===== src/rtl/lp805x_port_stim.sv =====
`default_nettype none
// +----------------------------------------------------------------------------+
// | Module   : lp805x_port_stim                                                |
// | Purpose  : Command-FIFO sequencer driving lp805x p0_i, int0 and int1.      |
// |            Optional macro LP805X_STIM_SYNC_EN adds a 2-flop p0_out sync.   |
// | Revision : 1.0 - initial release                                           |
// +----------------------------------------------------------------------------+
module lp805x_port_stim #(
    parameter int          FIFO_DEPTH = 8,
    parameter logic [15:0] TIMEOUT    = 16'd50000,
    parameter logic [7:0]  P0_RESET   = 8'hA5
) (
    input  logic        wb_clk_i,
    input  logic        wb_rst_i,
    input  logic [10:0] cmd_i,
    input  logic        cmd_valid_i,
    output logic        cmd_ready_o,
    input  logic        clr_i,
    input  logic [7:0]  p0_out_i,
    output logic [7:0]  p0_i_o,
    output logic        int0_o,
    output logic        int1_o,
    output logic        busy_o,
    output logic        done_o,
    output logic        err_o,
    output logic [1:0]  err_code_o
);

    localparam int               c_AW       = $clog2(FIFO_DEPTH);
    localparam logic [c_AW-1:0]  c_PTR_ONE  = c_AW'(1);
    localparam logic [c_AW:0]    c_CNT_ONE  = (c_AW+1)'(1);
    localparam logic [c_AW:0]    c_FULL     = (c_AW+1)'(FIFO_DEPTH);

    localparam logic [2:0] c_OP_NOP    = 3'd0;
    localparam logic [2:0] c_OP_SET_P0 = 3'd1;
    localparam logic [2:0] c_OP_PULSE0 = 3'd2;
    localparam logic [2:0] c_OP_PULSE1 = 3'd3;
    localparam logic [2:0] c_OP_WAIT   = 3'd4;
    localparam logic [2:0] c_OP_WAITP0 = 3'd5;
    localparam logic [2:0] c_OP_HALT   = 3'd6;

    typedef enum logic [2:0] {
        S_IDLE   = 3'd0,
        S_PULSE  = 3'd1,
        S_WAIT   = 3'd2,
        S_WAITP0 = 3'd3,
        S_HALT   = 3'd4,
        S_ERR    = 3'd5
    } state_t;

    state_t            r_state;
    state_t            w_state_nxt;

    logic [10:0]       r_mem [FIFO_DEPTH];
    logic [c_AW-1:0]   r_wr_ptr;
    logic [c_AW-1:0]   r_rd_ptr;
    logic [c_AW:0]     r_count;
    logic [c_AW:0]     w_count_nxt;
    logic              r_ready;
    logic              w_push;
    logic              w_pop;
    logic [10:0]       w_head;

    logic [15:0]       r_cnt;
    logic [15:0]       w_cnt_nxt;
    logic [16:0]       w_cnt_inc;
    logic [7:0]        r_arg;
    logic [7:0]        w_arg_nxt;
    logic [7:0]        r_p0;
    logic [7:0]        w_p0_nxt;
    logic              r_int0;
    logic              w_int0_nxt;
    logic              r_int1;
    logic              w_int1_nxt;
    logic              r_done;
    logic              w_done_nxt;
    logic              r_err;
    logic              w_err_nxt;
    logic [1:0]        r_code;
    logic [1:0]        w_code_nxt;
    logic [7:0]        w_p0_cmp;

`ifdef LP805X_STIM_SYNC_EN
    logic [7:0] r_p0_meta;
    logic [7:0] r_p0_sync;

    always_ff @(posedge wb_clk_i or negedge wb_rst_i) begin
        if (!wb_rst_i) begin
            r_p0_meta <= 8'd0;
            r_p0_sync <= 8'd0;
        end else begin
            r_p0_meta <= p0_out_i;
            r_p0_sync <= r_p0_meta;
        end
    end

    assign w_p0_cmp = r_p0_sync;
`else
    assign w_p0_cmp = p0_out_i;
`endif

    // ready is registered, so a push is only ever taken into a free slot
    assign w_push    = cmd_valid_i && r_ready && !clr_i;
    assign w_pop     = (r_state == S_IDLE) && (r_count != '0) && !clr_i;
    assign w_head    = r_mem[r_rd_ptr];
    assign w_cnt_inc = {1'b0, r_cnt} + 17'd1;

    always_comb begin
        w_count_nxt = r_count;
        if (clr_i) begin
            w_count_nxt = '0;
        end else begin
            case ({w_push, w_pop})
                2'b10:   w_count_nxt = r_count + c_CNT_ONE;
                2'b01:   w_count_nxt = r_count - c_CNT_ONE;
                default: w_count_nxt = r_count;
            endcase
        end
    end

    always_ff @(posedge wb_clk_i) begin
        if (w_push) begin
            r_mem[r_wr_ptr] <= cmd_i;
        end
    end

    always_ff @(posedge wb_clk_i or negedge wb_rst_i) begin
        if (!wb_rst_i) begin
            r_wr_ptr <= '0;
            r_rd_ptr <= '0;
            r_count  <= '0;
            r_ready  <= 1'b1;
        end else begin
            r_count <= w_count_nxt;
            r_ready <= (w_count_nxt != c_FULL);
            if (clr_i) begin
                r_wr_ptr <= '0;
                r_rd_ptr <= '0;
            end else begin
                if (w_push) r_wr_ptr <= r_wr_ptr + c_PTR_ONE;
                if (w_pop)  r_rd_ptr <= r_rd_ptr + c_PTR_ONE;
            end
        end
    end

    always_comb begin
        w_state_nxt = r_state;
        w_cnt_nxt   = r_cnt;
        w_arg_nxt   = r_arg;
        w_p0_nxt    = r_p0;
        w_int0_nxt  = r_int0;
        w_int1_nxt  = r_int1;
        w_done_nxt  = r_done;
        w_err_nxt   = r_err;
        w_code_nxt  = r_code;
        if (clr_i) begin
            w_state_nxt = S_IDLE;
            w_int0_nxt  = 1'b0;
            w_int1_nxt  = 1'b0;
            w_done_nxt  = 1'b0;
            w_err_nxt   = 1'b0;
            w_code_nxt  = 2'd0;
        end else begin
            case (r_state)
                S_IDLE: begin
                    if (w_pop) begin
                        w_arg_nxt = w_head[7:0];
                        case (w_head[10:8])
                            c_OP_NOP: begin
                            end
                            c_OP_SET_P0: w_p0_nxt = w_head[7:0];
                            c_OP_PULSE0, c_OP_PULSE1: begin
                                w_state_nxt = S_PULSE;
                                w_cnt_nxt   = (w_head[7:0] == 8'd0) ? 16'd1 : {8'd0, w_head[7:0]};
                                w_int0_nxt  = (w_head[10:8] == c_OP_PULSE0);
                                w_int1_nxt  = (w_head[10:8] == c_OP_PULSE1);
                            end
                            c_OP_WAIT: begin
                                w_cnt_nxt = {8'd0, w_head[7:0]};
                                if (w_head[7:0] != 8'd0) w_state_nxt = S_WAIT;
                            end
                            c_OP_WAITP0: begin
                                w_state_nxt = S_WAITP0;
                                w_cnt_nxt   = 16'd0;
                            end
                            c_OP_HALT: begin
                                w_state_nxt = S_HALT;
                                w_done_nxt  = 1'b1;
                            end
                            default: begin
                                w_state_nxt = S_ERR;
                                w_err_nxt   = 1'b1;
                                w_code_nxt  = 2'd2;
                            end
                        endcase
                    end
                end
                S_PULSE, S_WAIT: begin
                    if (r_cnt <= 16'd1) begin
                        w_state_nxt = S_IDLE;
                        w_int0_nxt  = 1'b0;
                        w_int1_nxt  = 1'b0;
                    end else begin
                        w_cnt_nxt = r_cnt - 16'd1;
                    end
                end
                S_WAITP0: begin
                    // counter holds the number of unmatched cycles seen so far
                    if (w_p0_cmp == r_arg) begin
                        w_state_nxt = S_IDLE;
                    end else if (w_cnt_inc >= {1'b0, TIMEOUT}) begin
                        w_state_nxt = S_ERR;
                        w_err_nxt   = 1'b1;
                        w_code_nxt  = 2'd1;
                    end else begin
                        w_cnt_nxt = w_cnt_inc[15:0];
                    end
                end
                default: begin
                end
            endcase
        end
    end

    always_ff @(posedge wb_clk_i or negedge wb_rst_i) begin
        if (!wb_rst_i) begin
            r_state <= S_IDLE;
        end else begin
            r_state <= w_state_nxt;
        end
    end

    always_ff @(posedge wb_clk_i or negedge wb_rst_i) begin
        if (!wb_rst_i) begin
            r_cnt  <= 16'd0;
            r_arg  <= 8'd0;
            r_p0   <= P0_RESET;
            r_int0 <= 1'b0;
            r_int1 <= 1'b0;
            r_done <= 1'b0;
            r_err  <= 1'b0;
            r_code <= 2'd0;
        end else begin
            r_cnt  <= w_cnt_nxt;
            r_arg  <= w_arg_nxt;
            r_p0   <= w_p0_nxt;
            r_int0 <= w_int0_nxt;
            r_int1 <= w_int1_nxt;
            r_done <= w_done_nxt;
            r_err  <= w_err_nxt;
            r_code <= w_code_nxt;
        end
    end

    assign cmd_ready_o = r_ready;
    assign p0_i_o      = r_p0;
    assign int0_o      = r_int0;
    assign int1_o      = r_int1;
    assign done_o      = r_done;
    assign err_o       = r_err;
    assign err_code_o  = r_code;
    assign busy_o      = (r_state == S_PULSE) || (r_state == S_WAIT) || (r_state == S_WAITP0) ||
                         ((r_state == S_IDLE) && (r_count != '0));

endmodule
`default_nettype wire


===== config.mk =====
export PLATFORM = sky130hd
export DESIGN_NAME = lp805x_port_stim
export DESIGN_NICKNAME = d
export VERILOG_FILES = /design/src/rtl/lp805x_port_stim.sv
export SDC_FILE = /design/constraint.sdc
export NUM_CORES = 1
export LEC_CHECK = 0
export CAP_MARGIN = 20
export CELL_PAD_IN_SITES_DETAIL_PLACEMENT = 0
export CELL_PAD_IN_SITES_GLOBAL_PLACEMENT = 2
export CORE_UTILIZATION = 45
export CTS_BUF_LIST = sky130_fd_sc_hd__clkbuf_4 sky130_fd_sc_hd__clkbuf_8 sky130_fd_sc_hd__clkbuf_16
export DETAILED_ROUTE_END_ITERATION = 8
export HOLD_SLACK_MARGIN = 0.15
export PLACE_DENSITY_LB_ADDON = 0.1
export REMOVE_ABC_BUFFERS = 1
export SETUP_SLACK_MARGIN = 0.5
export SLEW_MARGIN = 20
export SYNTH_ARGS = -nofsm -noshare
export SYNTH_HDL_FRONTEND = slang
export SYNTH_SLANG_ARGS = --single-unit

===== constraint.sdc =====
create_clock -name wb_clk_i -period 6.1 [get_ports wb_clk_i]
set_input_delay 0.915 -clock wb_clk_i [delete_from_list [all_inputs] [get_ports wb_clk_i]]
set_output_delay 0.915 -clock wb_clk_i [all_outputs]
set_load 0.01 [all_outputs]

# --- After elaboration in Yosys (flattened, before gate mapping) ---
# Memories as Yosys holds them, arrays and structs flattened.
# Index checks and enable logic that the tools add are counted.
# Widths: inputs -> output; s select.
totals:
  reg_bits: 52
  ram_bits: 88
  input_bits: 23
  out_inout_bits: 16
  word_cells: 130
  memories: 1
mem_list:
  columns: ["memory", "depth", "width", "read_ports", "rd_ports_with_merged_regs", "write_ports", "line_no", "rtl"]
  rows:
  - ["r_mem", 8, 11, 1, 0, 1, "54", "logic [10:0] r_mem [FIFO_DEPTH];"]
op_classes:
  n_addsub: 6
  n_lt_le_gt_ge: 2
  n_eq_ne: 27
  muxes: 48
  bitwise: 1
  reduce_logical: 32
op_table:
  columns: ["cell", "n"]
  rows:
  - ["$pmux 16 s3", 2]
  - ["$mux 16", 4]
  - ["$mux 3", 10]
  - ["$mux 1", 18]
  - ["$ne 3x3->1 const B", 6]
  - ["$add 16x1->17 const B", 1]
  - ["$ge 17x16->1 const B", 1]
  - ["$le 16x1->1 const B", 1]
  - ["$sub 16x1->16 const B", 1]
  - ["$pmux 3 s5", 1]
  - ["$eq 3x2->1 const B", 4]
  - ["$ne 4x4->1 const B", 3]
  - ["$mux 2", 5]
  - ["$eq 3x3->1 const B", 3]
  - ["$pmux 3 s3", 1]
  - ["$reduce_bool 3->1", 3]
  - ["$eq 8x8->1", 1]
  - ["$logic_not 8->1", 1]
  - ["$mux 8", 1]
  - ["$ne 2x2->1 const B", 4]
  - ["$pmux 4 s2", 1]
  - ["$reduce_and 4->1", 2]
  - ["$reduce_bool 2->1", 4]
  - ["$reduce_bool 4->1", 2]
  - ["other kinds (23)", 36]

# --- Depth between registers and ports, before layout ---
# Gate-level depths: netlist of the first run.
depth:
  word_depth: 7
  ltp_mapped: 13
  ltp_nobuf: 11

# --- Worst setup path after synthesis of the first run ---
# OpenSTA, ideal clock, no wires.
synth_path:
  path_kind: "input to register"
  start: "in clr_i"
  end: "reg r_ready (netlist: cmd_ready_o)"
  setup_ns: 0.082
  t_arrival_ns: 3.243
  t_required_ns: 6.018
  path_slack_ns: 2.776
  path_stages: 10
  n_path_buf: 1
  cell_sequence: "nor3_1 > clkbuf_1 > ha_1 > ha_1 > a21o_1 > a21oi_1 > xor2_1 > or3_1 > a21oi_1 > nand2_1"
synth_between:
  elab_chain_cells: 6
  elab_cells_between_ends: 8
  classes_between: "3 x eq/ne; 2 x mux; 3 x reduce/logical"
synth_rtl:
  columns: ["element", "line_no", "rtl"]
  rows:
  - ["start, declared", "18", "input logic clr_i,"]
  - ["$logic_not 1->1", "103, 104", null]
  - ["$logic_and 1x1->1 (on tied branches)", "104, 103", null]
  - ["$eq 2x1->1 or $eq 2x2->1 (tied branches)", "113", "case ({w_push, w_pop})"]
  - ["$pmux 4 s2", "113", null]
  - ["$mux 4 (*)", "110", "if (clr_i) begin"]
  - ["via w_count_nxt[3]", "58", "logic [c_AW:0] w_count_nxt;"]
  - ["$ne 4x4->1 (*)", "135", "r_ready <= (w_count_nxt != c_FULL);"]
  - ["end signal, assigned", "135", null]
  - ["end, declared", "59", "logic r_ready;"]
# The timed path passes the listed nets; every way through them passes the cells marked *.
# A chain may end at the register's enable or synchronous reset.

# --- Worst setup path after layout of the first run ---
layout_path:
  start: "reg r_rd_ptr[0]"
  end: "reg r_cnt[5]"
layout_between:
  elab_chain_cells: 6
  elab_cells_between_ends: 13
  classes_between: "5 x eq/ne; 4 x mux; 3 x reduce/logical; 1 x memory"
layout_rtl:
  columns: ["element", "line_no", "rtl"]
  rows:
  - ["start, declared", "56", "logic [c_AW-1:0] r_rd_ptr;"]
  - ["start signal, assigned", "141", "if (w_pop) r_rd_ptr <= r_rd_ptr + c_PTR_ONE;"]
  - ["$mem_v2 8x11 (*)", null, null]
  - ["$logic_not 8->1 or $eq 3x2->1 (tied branches)", "174, 168", null]
  - ["$mux 8 or $reduce_or 2->1 (tied branches)", "174, 168", null]
  - ["$pmux 16 s3", "168", "case (w_head[10:8])"]
  - ["$mux 16", "166", "if (w_pop) begin"]
  - ["$pmux 16 s3", "164", "case (r_state)"]
  - ["end signal, assigned", "244", "r_cnt <= w_cnt_nxt;"]
  - ["end, declared", "64", "logic [15:0] r_cnt;"]
# Mark *: on every way between the ends. The rest lies on a longest branch, timed or not. The select of a mux whose other input is x is not followed.

==> flow_summary.yaml, run 1 <==
critical_path:
  cpPeakStageDelay_ns: 1.02
  critical_path_class: "flop to flop"
  crit_path_end_kind: "flop"
  crit_end: "r_cnt[5]$_DFFE_PN0P_"
  cp-startpoint: "r_rd_ptr[0]$_DFFE_PN0P_"
  start_kind: "flop"
  cpMostUsedCell: "mux2_4"
  path_max_fanout: 18
  r2r-end: "r_cnt[5]$_DFFE_PN0P_"
  worst-r2r-cell-count: 6
  r2r_start: "r_rd_ptr[0]$_DFFE_PN0P_"
  rrSetupSlack_ns: 2.74
  cpMaxStageDelayCell: "dfrtp_1"
  cp.arrival_ns: 3.67
  cp.required_ns: 6.41
  crit_chain: "mux4_2 -> mux2_4 -> xnor2_2 -> o221ai_2 -> a21oi_4 -> mux2_4"
sta:
  fmax_mhz: 298
  setup_viol_count_final: 0
  fin_crit_sh: 0.551
  slew_headroom: 0.318
  setup-tns-final_ns: 0
  worst_pin_slew_ns: 1.02
  clock_skew_ns: 0.0106
  period_needed_ns: 3.36
  rsz0062_at_grt: "false"
  final-hold-violation-count: 0
  slew_viol_final: 0
cells_and_area:
  multi_input_area_sq_um: 2950
  drive_above_1_share: 0.169
  area_growth_pct: 16.5
  register_area_sq_um: 3950
  fin_nets: 633
  n_antenna_cell: 0
  fillers: 1327
  final_cell_area_sq_um: 8270
  postLayoutCoreUtil: 0.540
synthesis:
  synth_top_flop_cell: "edfxtp_1"
  async_reset_ff_frac: 0.371
  yosys.area.top_type: "edfxtp_1"
  syn-instance-count: 570
  synth_edf_count: 88
  yosysWarnings: 0
  ys_top_cells_by_count: "edfxtp_1, nor2_1, dfrtp_1"
  yosys.area.top_type_share: 0.372
  ys_seq_area_frac: 0.557
  syn_avg_cell_area_sq_um: 12.4
  netlist_area_sq_um: 7100
  synth.area.top_cells: "edfxtp_1, dfrtp_1, mux4_2, nor2_1, nand2_1"
  ys_seq_elements: 140
  yosysMostFrequentCell: "edfxtp_1"
  ys_types: 70
placement:
  hpwl_mm: 11.5
  gp_congestion: 0.880
  placed_cell_area_sq_um: 7640
  port_buffers: 38
global_routing:
  track_usage: 0.219
  grt_first_pass_wirelength_mm: 26.6
  grt_pass1_vias: 4843
  gr-total-overflow: 0
  antenna_found_initial: 0
  grt_max_degree: 53
detailed_routing:
  dr_total_vias: 4886
  ant_nets: 0
  via_per_inst: 5.92
  dr.pass1.iters: 5
  wl_per_cell_um: 20.3
  drc: 0
  detail_route.iter0.violations: 394
  wl_mm: 16.8
clock_tree:
  h-tree-depth: 4
  cts.root.buffer_cell: "clkbuf_16"
  path_clk_slew_ns: 0.06
  clock-sinks: 140
  cts_buffer_depth: 2
  postCtsSetupRepairBufs: 0
  cts_buffers: 17
  ctsResizeCount: 0
  clk_latency_ns: 0.42
  cts_tree: "done"
  postCtsHoldBufs: 0
power_and_ir_drop:
  vdd_drop_max_mv: 0.306
  p_leak_uw: 0.00286
  power.density_nw_per_um2: 424
die:
  design.portCount: 39
  fp-row-count: 45
  fp.dieArea_sq_um: 16300
  die_h_um: 128
  start_util: 0.463
  core_sq_um: 15300
  die_w_um: 128
hold_path:
  min-delay-start: "p0_i_o[2]$_DFFE_PN1P_"
  hold_depth: 2
  hold_path.class: "flop to flop"
status:
  status: "completed"
job:
  maxCapViolCount: 0
==> final cells by class <==
cell class,count,share of cell area
clock buffers,19,0.0533
clock inverters,13,0.0215
inverters,9,0.00409
multi-input cells,385,0.357
flip-flops and latches,140,0.478
well taps,211,0.0319
repair buffers,48,0.0545
==> power by group <==
group	switching [uW]	internal, uW
logic	571	500
clock network	426	664
registers	195	1150
==> cell families (layout without fill, tap and decap cells) <==
family | after synthesis | in the layout | synth area share
AOI/OAI and AO/OA | 124 | 124 | 0.124
xor gates and xnor gates | 21 | 21 | 0.0270
adders and majority gates | 9 | 9 | 0.0169
buffers and inverters | 45 | 89 | 0.0302
DFF | 140 | 140 | 0.557
muxes | 47 | 47 | 0.114
and+or+nand+nor | 184 | 184 | 0.131
==> cell usage in the layout, fill, tap and decap left out, drive strengths merged, types with 15 or more instances in the layout <==
cell / instances
nor2: 52
nand2: 42
edfxtp: 88
o21ai: 16
inv: 16
clkbuf: 19
a21oi: 30
dfrtp: 47
xor2: 15
clkdlybuf4s50: 37
nor3: 19
mux4: 22
==> stage by stage <==
stage                     setup WS (ns)  instances  hold WS [ns]  power, uW
after floorplan                    2.54        534         0.486       2060
after global placement             2.64        793         0.467       2430
after detailed placement           2.57        793         0.479       2430
after CTS                          2.73        825         0.489       3530
after global routing               2.56        825         0.503       3690
final                              2.74        825         0.488       3510
==> worst min path at each step <==
stage | to | slack [ns]
6_report | p0_i_o[2]$_DFFE_PN1P_ | 0.49
5_1_grt | p0_i_o[2]$_DFFE_PN1P_ | 0.50
4_1_cts | p0_i_o[0]$_DFFE_PN1P_ | 0.49
3_5_place_dp | err_o$_DFFE_PN0P_ | 0.48
3_3_place_gp | p0_i_o[1]$_DFFE_PN0P_ | 0.47
2_1_floorplan | p0_i_o[0]$_DFFE_PN1P_ | 0.49
==> sequential cells by signal, summed over array words and instances, names as in the netlist <==
name	count
int1_o	1
p0_i_o	8
r_wr_ptr	3
r_count	4
r_cnt	16
err_o	1
int0_o	1
r_rd_ptr	3
r_mem	88
cmd_ready_o	1
r_arg	8
r_state	3
err_code_o	2
done_o	1
==> worst max-delay path, delay by kind of cell (launching register included) <==
kind | cells | cell delay [ns]
multiplexers | 3 | 1.28
XOR/XNOR | 1 | 0.20
flip-flops | 1 | 1.02
AO/OA/AOI/OAI | 2 | 0.74
==> per-layer routing <==
layer	part of all wire	routed length (um)	track usage	vias to the layer above
li1	-	-	-	2275
met1	0.44	7390	0.284	2468
met2	0.50	8410	0.361	116
met3	0.036	608	0.0456	27
met4	0.021	350	0.0844	0
met5	0	0	0	-
Power figures use the tool's default switching activity.
==> inputs of run 2 (changes only) <==
Settings changed: CORE_UTILIZATION 45 to 42.
Clock period 6.1 ns to 3.23 ns, I/O delays scaled along.
==> run 2 against run 1 <==
The run now ends with design-rule violations left. Fmax increased by 28%. Wire length increased by 4.4%. Sequential share of layout area decreased by 1.3 points. Die area increased by 7.0%. Critical path depth unchanged. Sequential power increased by 82%. Critical path type unchanged. Largest power group unchanged.
==> flow_summary.yaml, run 2 (synthesis gave the netlist of run 1 again) <==
status:
  status: "finished, violations left"
  violations: "design-rule violations"
global_routing:
  gr-total-overflow: 0
  grt_first_pass_wirelength_mm: 28.4
  track_usage: 0.214
  antenna_found_initial: 0
  grt_max_degree: 32
  grt_pass1_vias: 5035
sta:
  fin_crit_sh: 0.812
  clock_skew_ns: 0.0104
  period_needed_ns: 2.62
  fmax_mhz: 381
  slew_viol_final: 0
  final-hold-violation-count: 0
  worst_pin_slew_ns: 0.895
  holdWs_ns: 0.124
  rsz0062_at_grt: "true"
  setup_viol_count_final: 0
  slew_headroom: 0.403
clock_tree:
  cts_buffer_depth: 2
  h-tree-depth: 4
  cts.root.buffer_cell: "clkbuf_16"
  cts_tree: "done"
  clock-sinks: 140
  clk_latency_ns: 0.42
  cts_buffers: 17
  path_clk_slew_ns: 0.07
critical_path:
  cpMaxStageDelayCell: "dfrtp_2"
  cp.required_ns: 3.54
  cpPeakStageDelay_ns: 0.56
  worst-r2r-cell-count: 6
  cp-startpoint: "r_rd_ptr[1]$_DFFE_PN0P_"
  r2r-end: "r_state[1]$_DFFE_PN0P_"
  r2r_start: "r_rd_ptr[1]$_DFFE_PN0P_"
  cp.arrival_ns: 2.93
  critical_path_class: "flop to flop"
  crit_end: "r_state[1]$_DFFE_PN0P_"
  rrSetupSlack_ns: 0.61
  path_buf_inv: 0
  start_kind: "flop"
  path_max_fanout: 12
  crit_path_end_kind: "flop"
  cp_num_cells: 6
  path_delay_family: "multiplexers"
  crit_chain: "mux4_2 -> or3_1 -> a211o_1 -> a211o_1 -> o211ai_2 -> mux2_1"
  cpMostUsedCell: "a211o_1"
placement:
  hpwl_mm: 11.9
  port_buffers: 38
  placed_cell_area_sq_um: 7790
  gp_congestion: 0.866
cells_and_area:
  n_antenna_cell: 0
  fillers: 1421
  fin_nets: 654
  final_cell_area_sq_um: 8510
  postLayoutCoreUtil: 0.515
  top_register: "r_mem"
  final_common_cell: "edfxtp_1"
  area_growth_pct: 19.9
  drive_above_1_share: 0.213
  largest_reg_flops: 88
  layout_common_cells: "edfxtp_1, nor2_1, dfrtp_1"
  largestRegisters: "r_mem (88), r_cnt (16)"
detailed_routing:
  dr.pass1.iters: 7
  dr_total_vias: 5024
  drc: 2
  wl_mm: 17.5
  ant_nets: 0
  detail_route.iter0.violations: 352
  wl_per_cell_um: 20.5
  via_per_inst: 5.88
die:
  die_w_um: 132
  start_util: 0.429
  die_h_um: 132
  fp-row-count: 47
  core_sq_um: 16500
  fp.dieArea_sq_um: 17400
  design.portCount: 39
power_and_ir_drop:
  pwr-share-clk: 0.306
  p_total_uw: 6830
  switching_share: 0.344
  pwr-share-seq: 0.360
  vdd_drop_max_mv: 0.428
  power.density_nw_per_um2: 802
  internal-power_uw: 4480
  comb_power_share: 0.334
  switching_power_uw: 2350
  p_leak_uw: 0.00298
job:
  maxCapViolCount: 0
hold_path:
  hold_path.class: "input port to async pin"
-- run 2: changes by cell type in the layout (fill, tap and decap cells not counted), moves of 3 or more --
cell / change
dfrtp_1: -5
nor2_2: -4
buf_4: +19
dfrtp_2: +5
nor2_1: +3
-- run 2: power groups by stage --
stage          clock (uW)  combinational, uW  sequential (uW)
2_1_floorplan           0               1360             2530
3_3_place_gp            0               2180             2470
3_5_place_dp            0               2210             2470
4_1_cts              2130               2260             2440
5_1_grt              2200               2490             2500
6_report             2090               2280             2460
-- run 2: how the worst min path moves through the flow --
stage / slack, ns / depth (start not counted) / to / from
final: 0.12 / 1 / r_cnt[11]$_DFFE_PN0P_ / wb_rst_i
after global routing: 0.20 / 1 / r_cnt[11]$_DFFE_PN0P_ / wb_rst_i
after CTS: 0.17 / 1 / r_cnt[11]$_DFFE_PN0P_ / wb_rst_i
after detailed placement: 0.47 / 2 / p0_i_o[1]$_DFFE_PN0P_ / p0_i_o[1]$_DFFE_PN0P_
after global placement: 0.47 / 2 / p0_i_o[1]$_DFFE_PN0P_ / p0_i_o[1]$_DFFE_PN0P_
after floorplan: 0.19 / 0 / done_o$_DFFE_PN0P_ / wb_rst_i
-- run 2: what timing repair did --
action,4_1_cts,5_1_grt
hold buffers,0,0
buffers inserted,2,0
pin swaps,1,0
gates resized for setup,4,15
endpoints found under the setup margin,12,21
-- run 2: layer usage --
layer,routed length [um],global-route usage,vias to the layer above
met2,8640,0.346,129
met5,0,0,-
li1,-,-,2325
met3,680,0.0488,17
met1,7940,0.287,2553
met4,233,0.0659,0
-- run 2: per-stage QoR --
stage | TNS, ns | std cells | setup WS [ns]
finish | 0 | 855 | 0.606
global route | 0 | 855 | 0.416
CTS | 0 | 855 | 0.540
detailed placement | 0 | 821 | 0.325
global placement | 0 | 821 | 0.396
floorplan | -0.193 | 534 | -0.124
-- run 2: cell type report --
class,instances,area [sq um],share of cell area
clock buffer,17,425,0.0500
timing repair buffer,69,624,0.0734
sequential,140,3960,0.465
multi-input combinational,385,2990,0.352
tap,220,275,0.0323
inverter,9,33.8,0.00397
clock inverter,15,204,0.0240
